**config.mk**
```make
export PLATFORM = sky130hd
export DESIGN_NAME = sram_port_arbiter
export DESIGN_NICKNAME = d
export VERILOG_FILES = /design/src/rtl/sram_port_arbiter.sv
export SDC_FILE = /design/constraint.sdc
export NUM_CORES = 1
export LEC_CHECK = 0
export ABC_AREA = 1
export CORE_UTILIZATION = 36
export CTS_BUF_LIST = sky130_fd_sc_hd__clkbuf_8
export DETAILED_ROUTE_END_ITERATION = 8
export PLACE_DENSITY = 0.82
export SETUP_SLACK_MARGIN = 0.5
export SYNTH_ARGS = -nofsm -noshare
export SYNTH_HDL_FRONTEND = slang
export SYNTH_SLANG_ARGS = --single-unit
```
**constraint.sdc**
```tcl
create_clock -name clk -period 5.05 [get_ports clk]
set_clock_uncertainty 0.2 [all_clocks]
set_input_delay 1.01 -clock clk [delete_from_list [all_inputs] [get_ports clk]]
set_output_delay 1.01 -clock clk [all_outputs]
set_load 0.02 [all_outputs]
```
**src/rtl/sram_port_arbiter.sv**
```systemverilog
// sram_port_arbiter
//
// Shares one single-port synchronous SRAM macro among NREQ requesters.
// One access is granted per cycle in round-robin order. The winning
// address, write data and active-low write enable are registered onto the
// macro pins. Read data comes back to the issuing requester two cycles
// after the accept edge, qualified by a one-hot rvalid_o.
//
// Optional feature: define ARB_BURST_EN so that the current owner can keep
// the grant for up to MAX_BURST consecutive accesses. Without the macro,
// arbitration is strict per-access round-robin and there is no burst
// counter.
//
// Ports
//   clk, rst_n : clock, synchronous active-low reset
//   req_i      : per-requester access request
//   we_i       : per-requester write (1) / read (0)
//   addr_i     : packed addresses, requester i at [i*AW +: AW]
//   wdata_i    : packed write data, requester i at [i*DW +: DW]
//   gnt_o      : one-hot combinational grant; accept = req_i[i] & gnt_o[i]
//   rvalid_o   : one-hot read-data valid, one cycle per read
//   rdata_o    : shared read data, holds its value while rvalid_o = 0
//   sram_a     : registered SRAM address
//   sram_di    : registered SRAM write data
//   sram_we_b  : registered SRAM write enable, active-low
//   sram_do    : SRAM data output
module sram_port_arbiter #(
    parameter int NREQ      = 3,
    parameter int AW        = 12,
    parameter int DW        = 16,
    parameter int MAX_BURST = 4
) (
    input  logic                 clk,
    input  logic                 rst_n,
    input  logic [NREQ-1:0]      req_i,
    input  logic [NREQ-1:0]      we_i,
    input  logic [NREQ*AW-1:0]   addr_i,
    input  logic [NREQ*DW-1:0]   wdata_i,
    output logic [NREQ-1:0]      gnt_o,
    output logic [NREQ-1:0]      rvalid_o,
    output logic [DW-1:0]        rdata_o,
    output logic [AW-1:0]        sram_a,
    output logic [DW-1:0]        sram_di,
    output logic                 sram_we_b,
    input  logic [DW-1:0]        sram_do
);

    localparam int PW = (NREQ > 1) ? $clog2(NREQ) : 1;

    // Reject parameter values the arbiter is not built for.
    generate
        if (NREQ < 2 || NREQ > 8) begin : g_bad_nreq
            $error("sram_port_arbiter: NREQ must be in 2..8");
        end
        if (MAX_BURST < 1 || MAX_BURST > 16) begin : g_bad_burst
            $error("sram_port_arbiter: MAX_BURST must be in 1..16");
        end
    endgenerate

    function automatic logic [PW-1:0] next_idx(input logic [PW-1:0] idx);
        return (idx == PW'(NREQ - 1)) ? '0 : idx + PW'(1);
    endfunction

    logic [PW-1:0]   ptr_q, ptr_d;
    logic [AW-1:0]   sram_a_q, sram_a_d;
    logic [DW-1:0]   sram_di_q, sram_di_d;
    logic            sram_we_b_q, sram_we_b_d;
    logic            tag1_vld_q, tag1_vld_d;
    logic [PW-1:0]   tag1_id_q, tag1_id_d;
    logic            tag2_vld_q, tag2_vld_d;
    logic [PW-1:0]   tag2_id_q, tag2_id_d;
    logic [NREQ-1:0] rvalid_q, rvalid_d;
    logic [DW-1:0]   rdata_q, rdata_d;

    logic            gnt_any;
    logic [PW-1:0]   gnt_idx;
    logic [PW-1:0]   cand;
    logic [NREQ-1:0] gnt;

`ifdef ARB_BURST_EN
    localparam int CW = $clog2(MAX_BURST + 1);
    logic [CW-1:0] cnt_q, cnt_d;
    logic [CW-1:0] run;
`endif

    // Round-robin search: walk from the pointer, wrapping modulo NREQ, and
    // take the first requester that is asserting req_i. The grant is held
    // low during reset so nothing can be accepted on a reset edge.
    always_comb begin
        gnt_any = 1'b0;
        gnt_idx = '0;
        cand    = '0;
        gnt     = '0;
        for (int k = 0; k < NREQ; k++) begin
            cand = PW'((int'(ptr_q) + k) % NREQ);
            if (!gnt_any && req_i[cand]) begin
                gnt_any = 1'b1;
                gnt_idx = cand;
            end
        end
        if (gnt_any && rst_n) begin
            gnt[gnt_idx] = 1'b1;
        end
    end

    // Issue stage and read-tag pipeline. Idle cycles force a read on the
    // macro so a write is never repeated, while address and data hold.
    // Only reads enter the tag pipeline; its second stage lines up with
    // sram_do carrying the data sampled by the macro.
    always_comb begin
        sram_a_d    = sram_a_q;
        sram_di_d   = sram_di_q;
        sram_we_b_d = 1'b1;
        tag1_vld_d  = 1'b0;
        tag1_id_d   = gnt_idx;
        tag2_vld_d  = tag1_vld_q;
        tag2_id_d   = tag1_id_q;
        rvalid_d    = '0;
        rdata_d     = rdata_q;
        if (gnt_any) begin
            sram_a_d    = addr_i[int'(gnt_idx)*AW +: AW];
            sram_di_d   = wdata_i[int'(gnt_idx)*DW +: DW];
            sram_we_b_d = ~we_i[gnt_idx];
            tag1_vld_d  = ~we_i[gnt_idx];
        end
        if (tag2_vld_q) begin
            rvalid_d[tag2_id_q] = 1'b1;
            rdata_d             = sram_do;
        end
    end

`ifdef ARB_BURST_EN
    // Burst ownership: the pointer parks on the owner while it keeps being
    // accepted. The owner is handed off after MAX_BURST accepts, or as soon
    // as it goes quiet. A grant to anyone else starts a new count for that
    // requester, which becomes the new owner.
    always_comb begin
        ptr_d = ptr_q;
        cnt_d = cnt_q;
        run   = '0;
        if (gnt_any) begin
            run = (gnt_idx == ptr_q) ? cnt_q + CW'(1) : CW'(1);
            if (run >= CW'(MAX_BURST)) begin
                ptr_d = next_idx(gnt_idx);
                cnt_d = '0;
            end else begin
                ptr_d = gnt_idx;
                cnt_d = run;
            end
        end else if (cnt_q != '0) begin
            ptr_d = next_idx(ptr_q);
            cnt_d = '0;
        end
    end
`else
    // Strict round-robin: the pointer moves just past each accepted
    // requester and holds when nothing is accepted.
    always_comb begin
        ptr_d = ptr_q;
        if (gnt_any) begin
            ptr_d = next_idx(gnt_idx);
        end
    end
`endif

    // State registers. Reset clears in-flight read tags so no stale rvalid
    // can appear after reset.
    always_ff @(posedge clk) begin
        if (!rst_n) begin
            ptr_q       <= '0;
            sram_a_q    <= '0;
            sram_di_q   <= '0;
            sram_we_b_q <= 1'b1;
            tag1_vld_q  <= 1'b0;
            tag1_id_q   <= '0;
            tag2_vld_q  <= 1'b0;
            tag2_id_q   <= '0;
            rvalid_q    <= '0;
            rdata_q     <= '0;
`ifdef ARB_BURST_EN
            cnt_q       <= '0;
`endif
        end else begin
            ptr_q       <= ptr_d;
            sram_a_q    <= sram_a_d;
            sram_di_q   <= sram_di_d;
            sram_we_b_q <= sram_we_b_d;
            tag1_vld_q  <= tag1_vld_d;
            tag1_id_q   <= tag1_id_d;
            tag2_vld_q  <= tag2_vld_d;
            tag2_id_q   <= tag2_id_d;
            rvalid_q    <= rvalid_d;
            rdata_q     <= rdata_d;
`ifdef ARB_BURST_EN
            cnt_q       <= cnt_d;
`endif
        end
    end

    assign gnt_o     = gnt;
    assign rvalid_o  = rvalid_q;
    assign rdata_o   = rdata_q;
    assign sram_a    = sram_a_q;
    assign sram_di   = sram_di_q;
    assign sram_we_b = sram_we_b_q;

endmodule

```
# ---- Yosys cells after proc, flatten, opt, wreduce, memory -nomap -nowiden
# Cells that the tools add are included.
dict set report totals {
  reg_bits 56
}
dict set report classes {
  n_addsub 3
  multipliers 1
  div 3
  order_cmp 7
  eq_ne 1
  shift 2
  n_mux 20
  bitwise 1
  n_reduce_logical 9
}
# op count
set op_table {}
lappend op_table {{32-bit by 3-bit modulo with 32-bit output (second input constant)} 2}
lappend op_table {{48-bit by 7-bit variable part select with 16-bit output} 1}
lappend op_table {{36-bit by 7-bit variable part select with 12-bit output} 1}
lappend op_table {{3-bit by 3-bit modulo with 32-bit output (second input constant)} 1}
lappend op_table {{2-bit by 3-bit < comparator with 1-bit output (second input constant)} 5}
lappend op_table {{1-bit 2-to-1 mux} 9}
lappend op_table {{1-bit binary-select mux with 2-bit select} 4}
lappend op_table {{2-bit 2-to-1 mux} 4}
lappend op_table {{1-bit logical AND} 5}
lappend op_table {{1-bit demux with 2-bit select} 2}
lappend op_table {{2-bit by 1-bit greater-or-equal comparator with 1-bit output (second input constant)} 2}
lappend op_table {{2-bit by 2-bit multiplier with 4-bit output (second input constant)} 1}
lappend op_table {{2-bit AND reduction} 2}
lappend op_table {{2-bit by 1-bit adder with 3-bit output (second input constant)} 1}
lappend op_table {{2-bit by 2-bit adder with 3-bit output (second input constant)} 1}
lappend op_table {{3-bit 2-to-1 mux} 1}
lappend op_table {{2-bit by 1-bit adder with 2-bit output (second input constant)} 1}
lappend op_table {{2-bit == test (second input constant)} 1}
lappend op_table {{1-bit zero test} 2}
lappend op_table {{1-bit NOT} 1}

# ---- Longest topological paths before layout
# Gate-level depths: netlist of the first run.
dict set report depth {
  ltp_word 15
  ltp_mapped 15
  ltp_nobuf 14
}

# ---- Worst setup path before layout of the first run
# Ideal clock, no wire load.
dict set report synth_timing {
  path_kind {input to output}
  startpoint {in req_i[2]}
  endpoint {out gnt_o[0]}
  arrival_time_ns 2.107
  required_ns 3.840
  setup_slack_ns 1.733
  stages 11
  n_path_buf 1
  cell_sequence {inv_1 o21ai_2 nand2_4 nand2_1 nor2_4 inv_2 buf_6 nand2_1 inv_1 nand2_1 nor2_1}
}
dict set report synth_between {
  elab_chain_len 14
  elab_cells_between_ends 23
  cone_classes {order compare: 2; mux: 15; reduce/logical: 6}
}
# element line
set synth_rtl {}
lappend synth_rtl {{start: declaration} 35} ;# input logic [NREQ-1:0] req_i,
lappend synth_rtl {{1-bit binary-select mux with 2-bit select} 96} ;# if (!gnt_any && req_i[cand]) begin
lappend synth_rtl {{1-bit 2-to-1 mux (not written as such)} 96}
lappend synth_rtl {{1-bit 2-to-1 mux} 96}
lappend synth_rtl {{1-bit zero test} 96}
lappend synth_rtl {{1-bit logical AND} 96}
lappend synth_rtl {{1-bit 2-to-1 mux} 96}
lappend synth_rtl {{1-bit zero test} 96}
lappend synth_rtl {{1-bit logical AND} 96}
lappend synth_rtl {{2-bit 2-to-1 mux} 96}
lappend synth_rtl {{2-bit by 3-bit < comparator with 1-bit output (not written as such) or 2-bit by 1-bit greater-or-equal comparator with 1-bit output (tied branches)} 102} ;# gnt[gnt_idx] = 1'b1;
lappend synth_rtl {{1-bit logical AND (not written as such)} 102}
lappend synth_rtl {{1-bit 2-to-1 mux (not written as such)} 102}
lappend synth_rtl {{1-bit demux with 2-bit select} 102}
lappend synth_rtl {{3-bit 2-to-1 mux *} 101} ;# if (gnt_any && rst_n) begin
lappend synth_rtl {{end: declaration} 39} ;# output logic [NREQ-1:0] gnt_o,
# Every way passes the cells marked *; elsewhere a longest branch is shown, timed or not. The select of a mux whose other input is x is not followed.

# ---- Worst setup path in the final report of the first run
dict set report layout_timing {
  startpoint {in req_i[2]}
  endpoint {out gnt_o[2]}
}
# The elaborated chain is that of the path after synthesis.

==> flow_summary.ini, run 1 <==
[run_status]
status = complete, no violations

[logic_synthesis]
yosysWarningCount = 0
ys.flop_type = dfxtp_1
synth_commonest_cells = inv_1 (72), nand3_1 (67), dfxtp_1 (56), nand2_1 (54), o21ai_0 (42)
ys_ff_latch = 56
syn_area_mm2 = 0.00307
ys_seq_area_share_pct = 36.5
yosys.area.top_type = dfxtp_1
synth_nets = 557
yosysMostFrequentCell = inv_1
synth_top_area_share_pct = 36.5
syn_area_per_cell_um2 = 6.90
yosys-top-cells-area = dfxtp_1 (37%), nand3_1 (11%), inv_1 (8.8%), o21ai_0 (6.8%), nand2_1 (6.6%)
netlist-cell-type-count = 26
synth_cells = 445
async_flop_share_pct = 0
synth_edf_count = 0

[cts]
htree_num_levels = 2
clock_path_buffers = 2
cts_tree = built
clk_latency_ns = 0.30
numCtsBuffers = 5
clockRootBuffer = clkbuf_8
cts.sinks = 56
clk_pin_slew_worst_paths_ns = 0.09
post_cts_buffers = 0
postCtsHoldBufs = 0
cts_resized = 1

[setup_path]
crit_chain = clkdlybuf4s50_1 -> inv_1 -> o21ai_2 -> nand2_4 -> nand3_1 -> nand2_1 -> nand2_2 -> inv_4 -> nor2_1 -> clkdlybuf4s50_1
reg2reg_slack_ns = 2.50
endpoint_kind = output pin
required_ns = 3.84
cp_num_buf_inv = 4
path_max_fanout = 16
r2r_cells = 15
timing.rr.end = tag1_vld_q$_SDFF_PN0_
slowest_stage = clkdlybuf4s50_1
cpMostUsedCell = clkdlybuf4s50_1
start_kind = primary input
critPathArrivalTime_ns = 3.02
path_delay_family = buffers and inverters
path_class = in2out
reg2reg_from = ptr_q[0]$_SDFFE_PN0P_
slowest_delay_ns = 0.62

[global_route]
overflow = 0
track_usage_pct = 20.9
grt_max_degree = 34
antenna_found_initial = 0
grt_pass1_vias = 3309
grt_pass1_wl_mm = 14.8

[drt]
routed_wl_mm = 9.15
drt_iter0_drc = 127
wl_met3_um = 716
wl_met2_mm = 4.51
routed_via_density = 4.93
top_layer = met4
post-route-drc-count = 0
postRouteAntennaNets = 0
vias = 3428
drt-met1-wl_mm = 3.77
wl_per_cell_um = 13.1
firstDrtPassIters = 4

[min_path]
hold_depth = 2
hp-class = reg2reg
min_from = tag1_id_q[0]$_SDFF_PN0_
hold-path-endpoint = tag2_id_q[0]$_SDFF_PN0_

[floorplanning]
start_util_pct = 37.4
die_w_um = 94.4
io_pins = 159
core_mm2 = 0.00822
rows = 33
die_h_um = 94.4
die_area_mm2 = 0.00890

[final_layout]
utilization_pct = 57.8
nFillCells = 772
nets = 702
drive_above_1_share_pct = 8.46
diodes = 0
area_growth_pct = 54.6

[timing]
period_minus_slack_ns = 4.23
finalHoldViolCount = 0
rsz0062_at_grt = no
setup_viol = 0
tightest_slew_ns = 0.668
tns_ns = 0
slew_viol_final = 0
relSlewSlack_pct = 55.3
fmax_ghz = 0.236
period_share_pct = 83.7

[run]
max-cap-violations = 0

[placement]
hpwl_mm = 6.76
io_buffers = 158
gp_congestion = 0.835

[power]
vdd_drop_max_v = 0.000225
leakage_nw = 2.17
powerDensity_mw_per_mm2 = 537
[worst reg2reg max path: stages, from the launching register on]
cell and delay [ns]:
dfxtp_1 0.38, inv_1 0.09, ha_1 0.39, inv_2 0.10, nand2_1 0.08, nand3_1 0.08, nand2_2 0.09, nand2_2 0.07
nand2_1 0.06, nand2_1 0.08, nand2_2 0.11, buf_4 0.39, nand2_1 0.13, nand3_1 0.09, nand2_1 0.07, nor2_1 0.08
[worst max-delay path by stage]
stage              from  endpoint  slack [ns]  cells past startpoint
6_report       req_i[2]  gnt_o[2]        0.82                     10
5_1_grt        req_i[2]  gnt_o[2]        0.70                     10
4_1_cts        req_i[2]  gnt_o[1]        0.59                     12
3_5_place_dp   req_i[2]  gnt_o[1]        0.50                     12
3_3_place_gp   req_i[2]  gnt_o[1]        0.58                     12
2_1_floorplan  req_i[2]  gnt_o[0]        1.73                     11
[through the flow]
step | hold slack, ns | instance area, um2 | power, mW | setup WS (ns) | std cells
3_3_place_gp | 0.193 | 4630 | 2.22 | 0.578 | 688
6_report | 0.232 | 4750 | 2.55 | 0.821 | 696
3_5_place_dp | 0.208 | 4630 | 2.26 | 0.502 | 688
2_1_floorplan | 0.190 | 3070 | 1.80 | 1.73 | 445
4_1_cts | 0.236 | 4740 | 2.56 | 0.595 | 696
5_1_grt | 0.242 | 4750 | 2.74 | 0.705 | 696
[power breakdown]
group,switching [mW],internal (mW),leakage (nW),total [mW]
clock,0.136,0.145,0.0593,0.282
combinational,0.971,0.637,1.65,1.61
sequential,0.0719,0.586,0.463,0.657
[cells by family (layout without fill, tap and decap cells)]
group                      count (synthesis)  count (layout)  synth area share, %
and+or+nand+nor                          173             173                 25.4
AOI/OAI and AO/OA                        106             106                 20.0
buffers and inverters                    106             252                 16.5
DFF                                       56              56                 36.5
adders and majority gates                  4               4                 1.63
[metal layers]
layer | global-route usage, % | up-vias
li1 | - | 1714
met1 | 23.8 | 1536
met2 | 38.1 | 163
met3 | 5.23 | 15
met4 | 6.41 | 0
met5 | 0 | -
[state kept, by name (all words and copies together), names as in the netlist]
name and flops:
sram_we_b 1, rdata_o 16, sram_di 16, tag1_vld_q 1, sram_a 12, tag2_vld_q 1
rvalid_o 3, tag1_id_q 2, tag2_id_q 2, ptr_q 2
[layout make-up]
class,count,area (um2),area share [%]
Timing Repair Buffer,166,1650,34.7
Sequential cell,56,1120,23.6
Clock buffer,5,68.8,1.45
Multi-Input combinational cell,283,1440,30.4
Tap cell,105,131,2.77
Clock inverter,3,38.8,0.817
Inverter,78,295,6.22
[cell usage in the layout, fill, tap and decap left out]
master and n:
clkdlybuf4s50_1 156, inv_1 73, nand3_1 67, dfxtp_1 56
nand2_1 54, o21ai_0 42, nor2_1 38, a21oi_1 37
a21oi_2 20, buf_4 8, inv_2 5, nand2_2 5
clkbuf_8 5, ha_1 4, o21ai_1 3, nand4_1 3
o22ai_1 3, nor3_1 2, dlymetal6s2s_1 2, nand3_2 1
o21ai_2 1, nand2_4 1, nand3b_1 1, inv_4 1
nor2_4 1, bufinv_16 1, clkinv_2 1
Note: power is estimated with default switching activity, not from simulation.
==> run 2: changes to the inputs <==
Settings changed: PLACE_DENSITY 0.82 to 0.85.
Clock period 5.05 ns to 3.8 ns, I/O delays scaled along.
==> flow_summary.ini, run 2 (synthesized netlist as in run 1, its figures left out) <==
[run_status]
status = complete, no violations

[floorplanning]
core_mm2 = 0.00822
io_pins = 159
die_area_mm2 = 0.00890
start_util_pct = 37.4
die_h_um = 94.4
die_w_um = 94.4
rows = 33

[drt]
firstDrtPassIters = 5
routed_wl_mm = 9.12
wl_per_cell_um = 13.0
post-route-drc-count = 0
postRouteAntennaNets = 0
routed_via_density = 4.92
drt_iter0_drc = 130
vias = 3455

[final_layout]
area_growth_pct = 55.7
final_common_cell = clkdlybuf4s50_1
utilization_pct = 58.2
nets = 708
diodes = 0
drive_above_1_share_pct = 10.6
final_cell_mix = clkdlybuf4s50_1 (153), inv_1 (72), nand3_1 (67)

[global_route]
overflow = 0
track_usage_pct = 20.3
grt_max_degree = 39
grt_pass1_wl_mm = 14.4
grt_pass1_vias = 3284
antenna_found_initial = 0

[setup_path]
endpoint_kind = output pin
slowest_delay_ns = 0.49
reg2reg_slack_ns = 1.30
cpMostUsedCell = nand2_2
reg2reg_from = ptr_q[0]$_SDFFE_PN0P_
path_max_fanout = 4
start_kind = primary input
cp_num_buf_inv = 4
crit_chain = clkdlybuf4s50_1 -> inv_1 -> nand2_1 -> nand3_1 -> nand2_2 -> nand3_1 -> nand2_2 -> nand2_2 -> inv_2 -> nand2_2 -> nor2_1 -> buf_4
r2r_cells = 15
path_delay_family = buffers and inverters
required_ns = 2.84
critPathArrivalTime_ns = 2.27
slowest_stage = clkdlybuf4s50_1
path_class = in2out
timing.rr.end = tag1_vld_q$_SDFF_PN0_

[cts]
postCtsHoldBufs = 0
htree_num_levels = 2
clk_pin_slew_worst_paths_ns = 0.09
numCtsBuffers = 5
clk_latency_ns = 0.31
clockRootBuffer = clkbuf_8
cts.sinks = 56
clock_path_buffers = 2
cts_tree = built

[placement]
gp_congestion = 0.856
io_buffers = 158
hpwl_mm = 6.64

[timing]
setup_viol = 0
period_share_pct = 85.1
fmax_ghz = 0.309
tightest_slew_ns = 0.465
finalHoldViolCount = 0
period_minus_slack_ns = 3.23
slew_viol_final = 0
rsz0062_at_grt = no
relSlewSlack_pct = 69.0
tns_ns = 0

[min_path]
hold_depth = 2
hp-class = reg2reg
hold-path-endpoint = tag2_vld_q$_SDFF_PN0_
min_from = tag1_vld_q$_SDFF_PN0_

[run]
max-cap-violations = 0

[power]
leakage_nw = 2.18
vdd_drop_max_v = 0.000264
powerDensity_mw_per_mm2 = 707
==> run 2: final cells by class <==
class | instances | area (um2)
clock buffers | 5 | 68.8
clock inverters | 3 | 20.0
fillers | 727 | 3440
inverters | 78 | 293
multi-input cells | 283 | 1460
flip-flops and latches | 56 | 1120
well taps | 105 | 131
repair buffers | 172 | 1680
==> run 2: what timing repair did <==
action                                  in CTS  in global routing
endpoints found under the setup margin       3                  3
buffers inserted                             1                  2
gates resized for setup                     14                  8
pin swaps                                    2                  5
==> run 2: per-stage QoR <==
step / power [mW] / hold WS [ns] / area (um2) / cells / setup WS, ns
detailed placement: 3.02 / 0.195 / 4650 / 691 / 0.0260
global route: 3.65 / 0.243 / 4780 / 702 / 0.478
CTS: 3.35 / 0.218 / 4750 / 700 / 0.485
finish: 3.38 / 0.218 / 4780 / 702 / 0.567
global placement: 2.95 / 0.195 / 4650 / 691 / 0.0938
floorplan: 2.40 / 0.190 / 3070 / 445 / 0.983
==> run 2: worst max path at each step <==
stage                                startpoint  endpoint  slack, ns  depth (start not counted)
after floorplan                        req_i[2]  gnt_o[0]       0.98                         11
after global placement                 req_i[2]  gnt_o[1]       0.09                         12
after detailed placement               req_i[2]  gnt_o[1]       0.03                         12
after CTS                              req_i[2]  gnt_o[1]       0.49                         12
after global routing      ptr_q[0]$_SDFFE_PN0P_  gnt_o[0]       0.48                         13
final                                  req_i[0]  gnt_o[0]       0.57                         12
==> run 2: routing by layer <==
metal / global-route usage [%] / wire length [um] / up-vias
met1: 22.8 / 3560 / 1524
met3: 5.23 / 884 / 20
met2: 37.0 / 4530 / 187
li1: - / - / 1724
met5: 0 / 0 / -
met4: 7.05 / 141 / 0
==> run 2: worst min-delay path, stage by stage (launching register included) <==
cell	delay (ns)
dfxtp_1	0.32
nand2_1	0.04
inv_1	0.04
==> run 2: power breakdown <==
part / internal, mW / switching (mW) / total [mW] / leakage [nW]
registers: 0.778 / 0.0953 / 0.873 / 0.463
logic: 0.882 / 1.30 / 2.18 / 1.67
clock network: 0.129 / 0.198 / 0.327 / 0.0455
==> run 3: changes to the inputs <==
Settings changed: SKIP_LAST_GASP from default to 1.
==> results of run 3 <==
The final DEF is identical to that of run 2; final timing and power are the same.
